## src/rtl/dk_peak_detect_nch.sv

```systemverilog
// N-channel baseline-corrected peak detector: pulse_out 2 ce-samples after din; result held after a window of cfg_stretch+1 samples.
// Backpressure: peak_valid holds until peak_ready; triggers arriving while a result is pending are dropped and flagged.
module dk_peak_detect_nch #(
  parameter int NCH      = 4,
  parameter int DW       = 16,
  parameter int TW       = 14,
  parameter int SW       = 8,
  parameter int BL_SHIFT = 4
) (
  input  logic              clk,
  input  logic              rst_n,
  input  logic              ce,
  input  logic [SW-1:0]     cfg_stretch,
  input  logic [TW-1:0]     cfg_threshold,
  input  logic              cfg_offset_en,
  input  logic              cfg_offset_rst,
  input  logic              cfg_sim,
  input  logic [NCH*DW-1:0] din,
  output logic [NCH*DW-1:0] pulse_out,
  output logic              pulse_valid,
  output logic [NCH*DW-1:0] peak_out,
  output logic              peak_pileup,
  output logic              peak_valid,
  input  logic              peak_ready,
  output logic              peak_dropped
);

  localparam int AW = DW + BL_SHIFT;

  typedef enum logic [1:0] {IDLE, STRETCH, OUT} state_t;

  state_t          state_q, state_d;
  logic [7:0]      sim_cnt_q, sim_cnt_d;
  logic            v1_q, v1_d;
  logic            pulse_valid_q, pulse_valid_d;
  logic [SW-1:0]   cnt_q, cnt_d;
  logic            pile_q, pile_d;
  logic            peak_pileup_q, peak_pileup_d;
  logic            peak_valid_q, peak_valid_d;
  logic            peak_dropped_q, peak_dropped_d;
  logic [NCH-1:0]  above_prev_q, above_prev_d;

  logic [DW-1:0]   x_q [NCH], x_d [NCH];
  logic [DW-1:0]   pulse_q [NCH], pulse_d [NCH];
  logic [AW-1:0]   acc_q [NCH], acc_d [NCH];
  logic [DW-1:0]   pk_q [NCH], pk_d [NCH];
  logic [DW-1:0]   peak_q [NCH], peak_d [NCH];

  logic [DW-1:0]   sim_val;
  logic [DW-1:0]   sat_pulse [NCH];
  logic [AW-1:0]   acc_upd [NCH];
  logic [DW-1:0]   pk_max [NCH];
  logic [NCH-1:0]  above;
  logic [NCH-1:0]  rise;
  logic            any_above;
  logic            trig;
  logic [DW:0]     thr_ext;

  // Triangle test pulse: ramp up over 64 samples, down over 64, then 128 samples of zero.
  always_comb begin
    sim_val = '0;
    if (!sim_cnt_q[7]) begin
      sim_val = DW'({(sim_cnt_q[6] ? ~sim_cnt_q[5:0] : sim_cnt_q[5:0]), 6'd0});
    end
  end

  always_comb begin
    thr_ext = {1'b0, {(DW-TW){1'b0}}, cfg_threshold};
    for (int i = 0; i < NCH; i++) begin
      logic [DW-1:0] bl;
      logic [DW:0]   diff;
      bl   = acc_q[i][AW-1:BL_SHIFT];
      diff = $signed({x_q[i][DW-1], x_q[i]}) - $signed({bl[DW-1], bl});
      if (diff[DW] != diff[DW-1]) begin
        sat_pulse[i] = diff[DW] ? {1'b1, {(DW-1){1'b0}}} : {1'b0, {(DW-1){1'b1}}};
      end else begin
        sat_pulse[i] = diff[DW-1:0];
      end
      acc_upd[i] = acc_q[i] + {{BL_SHIFT{x_q[i][DW-1]}}, x_q[i]} - {{BL_SHIFT{bl[DW-1]}}, bl};
      above[i]   = $signed({pulse_q[i][DW-1], pulse_q[i]}) > $signed(thr_ext);
      rise[i]    = above[i] & ~above_prev_q[i];
      pk_max[i]  = ($signed(pulse_q[i]) > $signed(pk_q[i])) ? pulse_q[i] : pk_q[i];
    end
    any_above = |above;
    trig      = any_above & ~(|above_prev_q);
  end

  always_comb begin
    state_d        = state_q;
    sim_cnt_d      = sim_cnt_q;
    v1_d           = v1_q;
    pulse_valid_d  = 1'b0;
    cnt_d          = cnt_q;
    pile_d         = pile_q;
    peak_pileup_d  = peak_pileup_q;
    peak_valid_d   = peak_valid_q;
    peak_dropped_d = 1'b0;
    above_prev_d   = above_prev_q;
    for (int i = 0; i < NCH; i++) begin
      x_d[i]     = x_q[i];
      pulse_d[i] = pulse_q[i];
      acc_d[i]   = acc_q[i];
      pk_d[i]    = pk_q[i];
      peak_d[i]  = peak_q[i];
    end

    if (ce) begin
      sim_cnt_d     = sim_cnt_q + 8'd1;
      v1_d          = 1'b1;
      pulse_valid_d = v1_q;
      above_prev_d  = above;
      for (int i = 0; i < NCH; i++) begin
        x_d[i]     = cfg_sim ? sim_val : din[i*DW +: DW];
        pulse_d[i] = cfg_offset_en ? sat_pulse[i] : x_q[i];
        // Baseline only follows quiet samples so pulses do not pull it up.
        if (cfg_offset_en && (state_q == IDLE) && !any_above) begin
          acc_d[i] = acc_upd[i];
        end
      end

      case (state_q)
        IDLE: begin
          if (trig) begin
            pile_d = 1'b0;
            for (int i = 0; i < NCH; i++) pk_d[i] = pulse_q[i];
            if (cfg_stretch == '0) begin
              for (int i = 0; i < NCH; i++) peak_d[i] = pulse_q[i];
              peak_pileup_d = 1'b0;
              peak_valid_d  = 1'b1;
              state_d       = OUT;
            end else begin
              cnt_d   = cfg_stretch - SW'(1);
              state_d = STRETCH;
            end
          end
        end
        STRETCH: begin
          for (int i = 0; i < NCH; i++) pk_d[i] = pk_max[i];
          if (|rise) pile_d = 1'b1;
          if (cnt_q == '0) begin
            for (int i = 0; i < NCH; i++) peak_d[i] = pk_max[i];
            peak_pileup_d = pile_q | (|rise);
            peak_valid_d  = 1'b1;
            state_d       = OUT;
          end else begin
            cnt_d = cnt_q - SW'(1);
          end
        end
        OUT: begin
          if (trig) peak_dropped_d = 1'b1;
        end
        default: state_d = IDLE;
      endcase
    end

    if (cfg_offset_rst) begin
      for (int i = 0; i < NCH; i++) acc_d[i] = '0;
    end

    // Handshake is evaluated every clk, independent of ce.
    if ((state_q == OUT) && peak_valid_q && peak_ready) begin
      peak_valid_d = 1'b0;
      state_d      = IDLE;
    end
  end

  always_ff @(posedge clk or negedge rst_n) begin
    if (!rst_n) begin
      state_q        <= IDLE;
      sim_cnt_q      <= '0;
      v1_q           <= 1'b0;
      pulse_valid_q  <= 1'b0;
      cnt_q          <= '0;
      pile_q         <= 1'b0;
      peak_pileup_q  <= 1'b0;
      peak_valid_q   <= 1'b0;
      peak_dropped_q <= 1'b0;
      above_prev_q   <= '0;
      for (int i = 0; i < NCH; i++) begin
        x_q[i]     <= '0;
        pulse_q[i] <= '0;
        acc_q[i]   <= '0;
        pk_q[i]    <= '0;
        peak_q[i]  <= '0;
      end
    end else begin
      state_q        <= state_d;
      sim_cnt_q      <= sim_cnt_d;
      v1_q           <= v1_d;
      pulse_valid_q  <= pulse_valid_d;
      cnt_q          <= cnt_d;
      pile_q         <= pile_d;
      peak_pileup_q  <= peak_pileup_d;
      peak_valid_q   <= peak_valid_d;
      peak_dropped_q <= peak_dropped_d;
      above_prev_q   <= above_prev_d;
      for (int i = 0; i < NCH; i++) begin
        x_q[i]     <= x_d[i];
        pulse_q[i] <= pulse_d[i];
        acc_q[i]   <= acc_d[i];
        pk_q[i]    <= pk_d[i];
        peak_q[i]  <= peak_d[i];
      end
    end
  end

  for (genvar g = 0; g < NCH; g++) begin : g_out
    assign pulse_out[g*DW +: DW] = pulse_q[g];
    assign peak_out[g*DW +: DW]  = peak_q[g];
  end

  assign pulse_valid  = pulse_valid_q;
  assign peak_pileup  = peak_pileup_q;
  assign peak_valid   = peak_valid_q;
  assign peak_dropped = peak_dropped_q;

endmodule

```

## config.mk

```make
export PLATFORM = sky130hd
export DESIGN_NAME = dk_peak_detect_nch
export DESIGN_NICKNAME = d
export VERILOG_FILES = /design/src/rtl/dk_peak_detect_nch.sv
export SDC_FILE = /design/constraint.sdc
export NUM_CORES = 1
export LEC_CHECK = 0
export CORE_MARGIN = 2
export CORE_UTILIZATION = 25
export CTS_CLUSTER_DIAMETER = 200
export DETAILED_ROUTE_END_ITERATION = 10
export PLACE_DENSITY_LB_ADDON = 0.3
export SLEW_MARGIN = 20
export SYNTH_ARGS = -nofsm -noshare
export SYNTH_HDL_FRONTEND = slang
export SYNTH_SLANG_ARGS = --single-unit
```

## constraint.sdc

```tcl
create_clock -name clk -period 3.9 [get_ports clk]
set_clock_uncertainty 0.05 [all_clocks]
set_input_delay 0.78 -clock clk [delete_from_list [all_inputs] [get_ports clk]]
set_output_delay 0.78 -clock clk [all_outputs]
set_load 0.02 [all_outputs]
```

# Yosys cells after proc, flatten, opt, wreduce, memory -nomap -nowiden
# Cells that the tools add are included.
[word_totals]
in_bits = 93
out_inout_bits = 132
register_bits = 364
wordCells = 165
[classes]
n_lt_le_gt_ge = 8
reduce_logical = 23
addsub = 15
n_eq_ne = 16
bitwise_logic = 12
mux = 61
[op_table]
columns = ["op", "count"]
rows = [
  ["$mux 16", 20],
  ["$mux 64", 4],
  ["$pmux 64 s2", 2],
  ["$mux 80", 2],
  ["$add 20x20->20", 4],
  ["$mux 20", 4],
  ["$sub 20x20->20", 4],
  ["$sub 16x16->17", 4],
  ["$gt 16x15->1", 4],
  ["$gt 16x16->1", 4],
  ["$mux 8", 3],
  ["$logic_not 8->1", 2],
  ["$pmux 8 s2", 1],
  ["$sub 8x1->8 const B", 2],
  ["$reduce_and 5->1", 3],
  ["$mux 1", 14],
  ["$mux 12", 1],
  ["$reduce_or 4->1", 3],
  ["$mux 2", 5],
  ["$ne 2x2->1 const B", 5],
  ["$add 8x1->8 const B", 1],
  ["$reduce_and 4->1", 2],
  ["$reduce_bool 2->1", 4],
  ["$mux 6", 1],
  ["19 further kinds", 36],
]

# Depth between registers and ports, before layout
# Gate-level depths: netlist of run 1.
[depth]
ltp_word = 7
mapped_depth = 14
ltp_nobuf = 14

# Least setup slack after synthesis of run 1
# OpenSTA, ideal clock, no wires.
[synth_path]
kind = "input to register"
start = "input port cfg_threshold[1]"
end = "register pk_q[24] in the netlist's numbering"
arrival_time_ns = 3.500
path_slack_ns = 0.225
t_required_ns = 3.725
stages = 12
path_cell_list = "inv_1 -> ha_1 -> nor2b_1 -> o211ai_1 -> a21oi_1 -> o31a_1 -> o31ai_1 -> a31oi_4 -> nor2_2 -> nand3b_1 -> buf_2 -> mux2_2"
[synth_between]
elab_chain_cells = 5
elab_cells_between_ends = 8
cone_classes = "order compare (4); eq/ne (1); bitwise (1); reduce/logical (2)"
[synth_lines]
columns = ["item", "line_no", "source"]
rows = [
  ["from (decl)", "14", "input logic [TW-1:0] cfg_threshold,"],
  ["$gt 16x15->1", "80", "above[i] = $signed({pulse_q[i][DW-1], pulse_q[i]}) > $signed(thr_ext);"],
  ["$reduce_or 4->1 (*)", "84", "any_above = |above;"],
  ["$and 1x1->1 (*)", "85", "trig = any_above & ~(|above_prev_q);"],
  ["$ne 2x2->1 (no line) (*)", "-", ""],
  ["$reduce_and 3->1 (no line) (*)", "-", ""],
  ["to (signal, indexed assignment)", "201", "pk_q[i] <= pk_d[i];"],
  ["to (decl)", "46", "logic [DW-1:0] pk_q [NCH], pk_d [NCH];"],
]
# Mark *: on every way between the ends. The rest lies on a longest branch, timed or not.
# A chain may end at the register's enable or synchronous reset.

# Worst setup path in the final report of run 1
[layout_path]
start = "input port cfg_threshold[9]"
end = "register pk_q[15] in the netlist's numbering"
# The elaborated chain is that of the path after synthesis.

==> impl_results.md, run 1 <==
- Max stage delay on crit path: 0.60 ns
- Worst path bufs/invs: 4
- Die Y: 334 um
- DRC: 0
- RSZ-0062 raised after global routing: no
- Max-slew violation count: 0
- Crit Path Max Fanout: 16
- Syn Nets: 3526
- Number of hold buffers added after CTS: 0
- Root buf cell: clkbuf_16
- TritonCTS clock tree: done
- Antenna Nets Post-Route: 0
- Worst Path Arrival: 4.22 ns
- Synthesized cell area: 27200 um2
- Clock buffer depth: 3
- Reg clk slew, reported paths: 0.06 ns
- Final Total Pwr: 0.0212 W
- GRT Residual Overflow: 0
- Routed WL: 89.3 mm
- Drt pass-1 iters: 7
- Average cell area after synthesis: 8.81 um2
- Core ar.: 108000 um2
- Sink Count: 364
- Final min period: 3.79 ns
- Port Buf Inserts: 224
- DR WL/cell: roughly 18 um
- Fillcell total: 11325
- Starting Density: 25.3%
- Die Area: 111000 um2
- Cell family with the largest share of critical-path delay: buffers and inverters
- Fraction of layout cells with a size suffix above 1: 9.06%
- Tot GR Track Use: 15.9%
- Slowest-stage cell, CP: clkdlybuf4s50_1
- Final hold violations: 0
- Die width: around 330 um
- Crit share post-route: 97.2%
- NumNets Final: 3837
- F_max: 264 MHz
- Min-Delay Path Class: input pin to asynchronous set/reset pin
- Final instance area: 33600 um2
- R2R Setup Slk: 0.25 ns
- Pwr/cell area: 629 nW/um2
- Max-cap viol count: 0
- First-pass GRT wire length: 138 mm
- Top FF cell, synth: dfrtp_1
- VDD IR-drop max: 0.285 mV
- Post-synth ARST share: 100%
- Worst setup path category: input pin to flop
- Area leader, netlist: dfrtp_1
- Number of cells on the worst reg-to-reg path: 11
- Worst-Skew Late Latency: about 0.6 ns
- Critical path required time: 4.33 ns
- Htree depth: 2
- #FFs+latches synth: 364
- Cts bufs inserted: 44
- Number of synthesized flops with an enable pin: 0
- Crit path cell chain: clkdlybuf4s50_1 > inv_1 > ha_1 > nand4_1 > nor4_4 > o311a_1 > and4b_1 > o31a_1 > a31oi_4 > nor2_2 > buf_4 > nor3_2 > buf_12 > mux2_2
- Largest net degree at the start of global routing: 135
- CTS resizes: 0
- Most frequent cells in the layout: inv_1, dfrtp_1, nand2_1
- Crit start category: input pin
- Synth Instances: between 3000 and 4000
- Setup violators final: 0
- Site row count: 120
- Worst r2r dst: pulse_out[58]$_DFFE_PN0P_
- Top cells by area, synth: dfrtp_1, ha_1, fa_1
- I/O pin count: 225
- Placer Congestion: 0.872
- Register area share after synthesis: 33.5%
- Static leakage: 15.2 nW
- Commonest non-fill, non-tap cell in the layout: inv_1
- Crit. End Element: flop
- Initial DRC Count: 1370
- Postcts setup bufs: 0
- Placed cell areas: between 30000 and 40000 um2
- Slew @ Worst Pin: 0.855 ns
- ANT cells: 0
- Post-synthesis cell type count: 76
- Area grow syn2layout: 23.7%
- Area share of the largest cell type after synthesis: 33.5%
- Antenna violations before repair: 1
- Status: finished clean
- Yosys Warn Count: 0
- DR vias: about 23000
- Slew margin rel.: a little over two fifths
- DR vias/cell: 4.69
- Post-DP HPWL: 71.3 mm
- Crit Reg-Reg Startpoint: acc_q[5]$_DFFE_PN0P_
- Vias in the first global route: 22356
## Yosys cell counts, types with 78 or more instances
master,count
nand2_1,288
o21ai_0,237
xnor2_1,78
inv_1,406
fa_1,80
nor2_1,210
nand3_1,107
ha_1,267
dfrtp_1,364
mux2i_1,85
clkbuf_1,81
a21oi_1,230
## routing by layer
| layer | part of all wire, % | track usage, % | wire (um) | up-vias |
|---|---|---|---|---|
| met4 | 3.4 | 5.17 | 3050 | 0 |
| met5 | 0 | 0 | 0 | - |
| met2 | 43 | 24.4 | 38500 | 438 |
| met1 | 50 | 23.1 | 44200 | 10800 |
| li1 | - | - | - | 11338 |
| met3 | 3.9 | 1.93 | 3520 | 112 |
## flip-flops by register name, summed over array words and instances (netlist names)
name          count
cnt_q             8
state_q           2
peak_pileup       1
pile_q            1
x_q              64
sim_cnt_q         8
peak_dropped      1
pulse_out        64
acc_q            80
peak_out         64
above_prev_q      4
peak_valid        1
pulse_valid       1
v1_q              1
pk_q             64
## logic make-up (layout without fill, tap and decap cells)
group	count (synthesis)	after routing	share of synthesized area (%)
adder cells (fa/ha/maj)	348	348	18.2
AND/OR/NAND/NOR	821	821	13.8
XOR/XNOR	122	122	3.93
flip-flops	364	364	33.5
multiplexers	145	145	5.74
AO/OA/AOI/OAI	775	775	17.6
buffers and inverters	511	856	7.17
## power by group
part	internal, W	switching (W)	total [W]	leakage (nW)
combinational	0.00492	0.00582	0.0107	9.90
sequential	0.00485	0.00119	0.00604	4.59
clock	0.00262	0.00176	0.00438	0.749
total	0.0124	0.00877	0.0212	15.2
## stage by stage
stage               setup WS [ns]  hold WS, ns  instances  TNS (ns)  utilization, %
detailed placement         -0.480        0.394       4754    -57.51            29.8
global placement           -0.470        0.391       4754    -56.66            29.8
floorplan                   0.225        0.378       3086         0               -
global route              0.00732       0.0986       4834         0            31.3
CTS                         0.142       0.0955       4834         0            31.2
finish                      0.110       0.0810       4834         0            31.3
## worst register-to-register path, delay by kind of cell, from the launching register on
| family | cells | cell delay (ns) |
|---|---|---|
| compound gates | 8 | 2.50 |
| fa+ha+maj | 1 | 0.28 |
| buf+inv | 1 | 0.13 |
| flops | 1 | 0.45 |
| simple gates | 1 | 0.14 |
## layout make-up
type | instances | area, um2 | share of cell area (%)
clock buffers | 62 | 1280 | 3.81
clock inverters | 18 | 233 | 0.692
inverters | 407 | 1530 | 4.54
multi-input cells | 2211 | 16200 | 48.2
flip-flops and latches | 364 | 9110 | 27.1
well taps | 1403 | 1760 | 5.22
repair buffers | 369 | 3520 | 10.5
## how the worst max path moves through the flow
stage / from / to / slack [ns] / cells after the start
detailed placement: cfg_threshold[9] / pk_q[4]$_DFFE_PN0P_ / -0.48 / 14
global placement: cfg_threshold[9] / pk_q[2]$_DFFE_PN0P_ / -0.47 / 14
finish: cfg_threshold[9] / pk_q[15]$_DFFE_PN0P_ / 0.11 / 14
CTS: cfg_threshold[9] / pk_q[15]$_DFFE_PN0P_ / 0.14 / 14
floorplan: cfg_threshold[1] / pk_q[24]$_DFFE_PN0P_ / 0.23 / 12
global route: x_q[0]$_DFFE_PN0P_ / pulse_out[61]$_DFFE_PN0P_ / 0.007 / 14
Note: power is estimated with default switching activity, not from simulation.
==> run 2: changes to the inputs <==
Clock period 3.9 ns to 3.81 ns, I/O delays scaled along.
==> run 2 against run 1 <==
Against the previous run:
- critical path depth is the same
- first-iteration DRC count increased by 15%
- total power grew 2.5%
- global-route usage increased by 0.17 points
- setup slack gained 0.039 ns
- final area rose by 0.48%
- clock power shrank 2%
- sequential cell count is the same
- worst hold slack improved by 0.33 ns
- via count up 1.4%
==> impl_results.md, run 2 (synthesized netlist as in run 1, its figures left out) <==
- R2R Setup Slk: 0.21 ns (was 0.25 ns)
- Antenna Nets Post-Route: 0 (unchanged)
- Die Y: 334 um (unchanged)
- Die Area: 111000 um2 (unchanged)
- Core ar.: 108000 um2 (unchanged)
- Static leakage: 15.3 nW (was 15.2 nW)
- Hold depth: 1
- Placer Congestion: 0.870 (was 0.872)
- Worst path bufs/invs: 4 (unchanged)
- Postcts setup bufs: 0 (unchanged)
- Crit path cell chain: clkdlybuf4s50_1 > inv_1 > ha_1 > nand4_1 > nor4_4 > o311a_1 > and4b_1 > o31a_1 > a31oi_4 > nor2_2 > buf_4 > nor3_2 > buf_12 > mux2_2 (unchanged)
- Hold Path End: v1_q$_DFFE_PN0P_
- Fraction of layout cells with a size suffix above 1: 9.83% (was 9.06%)
- Number of cells on the worst reg-to-reg path: 14 (was 11)
- Slowest-stage cell, CP: clkdlybuf4s50_1 (unchanged)
- I/O pin count: 225 (unchanged)
- VDD IR-drop max: 0.287 mV (was 0.285 mV)
- Cell family with the largest share of critical-path delay: buffers and inverters (unchanged)
- Htree depth: 2 (unchanged)
- Drt pass-1 iters: 6 (was 7)
- Port Buf Inserts: 224 (unchanged)
- Worst r2r dst: acc_q[79]$_DFFE_PN0P_ (was pulse_out[58]$_DFFE_PN0P_)
- Slew margin rel.: 42.0% (was 42.3%)
- Sink Count: 364 (unchanged)
- DRC: 0 (unchanged)
- Crit. End Element: flop (unchanged)
- Max-slew violation count: 0 (unchanged)
- Min-Delay Path Class: flop to flop (was input pin to asynchronous set/reset pin)
- Final Total Pwr: 0.0217 W (was 0.0212 W)
- Antenna violations before repair: 1 (unchanged)
- Critical hold path startpoint: v1_q$_DFFE_PN0P_
- Final min period: 3.66 ns
- Root buf cell: clkbuf_16 (unchanged)
- Reg clk slew, reported paths: 0.06 ns (about the same)
- Crit share post-route: 96.1%
- Pwr/cell area: 642 nW/um2 (was 629 nW/um2)
- Routed WL: 90.5 mm (was 89.3 mm)
- Dpl ws: -0.503 ns (was -0.480 ns)
- Starting Density: 25.3% (unchanged)
- First-pass GRT wire length: 139 mm (was 138 mm)
- Tot GR Track Use: 16.1% (was 15.9%)
- F_max: 273 MHz
- Crit start category: input pin (unchanged)
- Worst-Skew Late Latency: 0.60 ns (about the same)
- Final hold violations: 0 (unchanged)
- NumNets Final: 3861 (was 3837)
- Die width: 334 um (unchanged)
- Slew @ Worst Pin: 0.869 ns (was 0.855 ns)
- Setup violators final: 0 (unchanged)
- Crit Reg-Reg Startpoint: x_q[60]$_DFFE_PN0P_ (was acc_q[5]$_DFFE_PN0P_)
- Max stage delay on crit path: 0.56 ns (was 0.60 ns)
- DR WL/cell: 18.6 um (was 18.5 um)
- Worst Path Arrival: 4.08 ns (was 4.22 ns)
- Site row count: 120 (unchanged)
- Commonest non-fill, non-tap cell in the layout: inv_1 (unchanged)
- Largest net degree at the start of global routing: 133 (was 135)
- Status: finished clean (unchanged)
- Area grow syn2layout: 24.3% (was 23.7%)
- TNS Setup: 0 ns (unchanged)
- ANT cells: 0 (unchanged)
- TritonCTS clock tree: done (unchanged)
- Critical path required time: 4.23 ns (was 4.33 ns)
- Initial DRC Count: 1578 (was 1370)
- Most frequent cells in the layout: inv_1, dfrtp_1, nand2_1 (unchanged)
- Max reg flops: 80 (unchanged)
- Cts bufs inserted: 45 (was 44)
- Crit Path Max Fanout: 16 (unchanged)
- Vias in the first global route: 22664 (was 22356)
- RSZ-0062 raised after global routing: yes (was no)
- GRT Residual Overflow: 0 (unchanged)
- Post-DP HPWL: 71.6 mm (was 71.3 mm)
- DR vias/cell: 4.74 (was 4.69)
- Final WS setup: 0.149 ns (was 0.110 ns)
- DR vias: 23016 (was 22688)
- Fillcell total: 11295 (was 11325)
- Max-cap viol count: 0 (unchanged)
- Worst setup path category: input pin to flop (unchanged)
- Most flops, register: acc_q (unchanged)
- Clock buffer depth: 3 (unchanged)
## run 2: cell count changes in the layout (fill, tap and decap cells not counted), moves of 3 or more
cell       change
buf_4         +20
a211oi_1       -4
a211oi_2       +4
clkinv_4       +5
o21ai_0        -3
inv_6          -3
o21ai_1        +3
bufinv_16      -3
## run 2: power breakdown
part,switching [W],internal (W)
combinational,0.00609,0.00516
clock,0.00182,0.00247
sequential,0.00118,0.00496
total,0.00909,0.0126
## run 2: metal layers
metal	vias to the layer above	wire, um	track usage (%)
li1	11368	-	-
met1	11019	44900	23.6
met2	520	39200	24.6
met3	109	3500	1.70
met4	0	2810	4.99
met5	-	0	0
## run 2: final cells by class
cell class | count | area, um2 | share of cell area (%)
timing repair buffer | 392 | 3720 | 11.0
tap | 1403 | 1760 | 5.20
multi-input combinational | 2211 | 16200 | 48.1
inverter | 407 | 1530 | 4.52
sequential | 364 | 9110 | 27.0
clock inverter | 16 | 158 | 0.467
clock buffer | 60 | 1270 | 3.77
## run 2: worst max path at each step
stage / cells past startpoint / end / start
6_report: 14 / pk_q[15]$_DFFE_PN0P_ / cfg_threshold[9]
5_1_grt: 13 / acc_q[58]$_DFFE_PN0P_ / x_q[33]$_DFFE_PN0P_
4_1_cts: 13 / acc_q[58]$_DFFE_PN0P_ / x_q[41]$_DFFE_PN0P_
3_5_place_dp: 14 / pk_q[5]$_DFFE_PN0P_ / cfg_threshold[9]
3_3_place_gp: 14 / pk_q[3]$_DFFE_PN0P_ / cfg_threshold[9]
2_1_floorplan: 12 / pk_q[24]$_DFFE_PN0P_ / cfg_threshold[1]
## run 2: metrics by stage
| step | cell area (um2) | hold slack, ns | utilization (%) | cells |
|---|---|---|---|---|
| floorplan | 27200 | 0.378 | - | 3086 |
| finish | 33800 | 0.408 | 31.4 | 4853 |
| global placement | 32200 | 0.394 | 30.0 | 4776 |
| CTS | 33700 | 0.412 | 31.3 | 4853 |
| detailed placement | 32200 | 0.393 | 30.0 | 4776 |
| global route | 33800 | 0.438 | 31.4 | 4853 |
## run 2: worst reg2reg max path, cell delays in order (launching register included)
cell and delay [ns]:
dfrtp_1 0.41, inv_1 0.12, fa_1 0.56, inv_1 0.05, ha_1 0.35, nand2_1 0.08
o21ai_0 0.30, a21oi_1 0.10, o31ai_2 0.09, and4_1 0.29, a2111oi_2 0.07, buf_4 0.15
or3_1 0.36, a21oi_1 0.15, mux2_2 0.36
## run 2: repair_timing
| item | 4_1_cts | 5_1_grt |
|---|---|---|
| resized for setup | 0 | 20 |
| setup endpoints to repair | 0 | 45 |
| hold buffers | 1 | 0 |
| hold endpoints to repair | 10 | 0 |
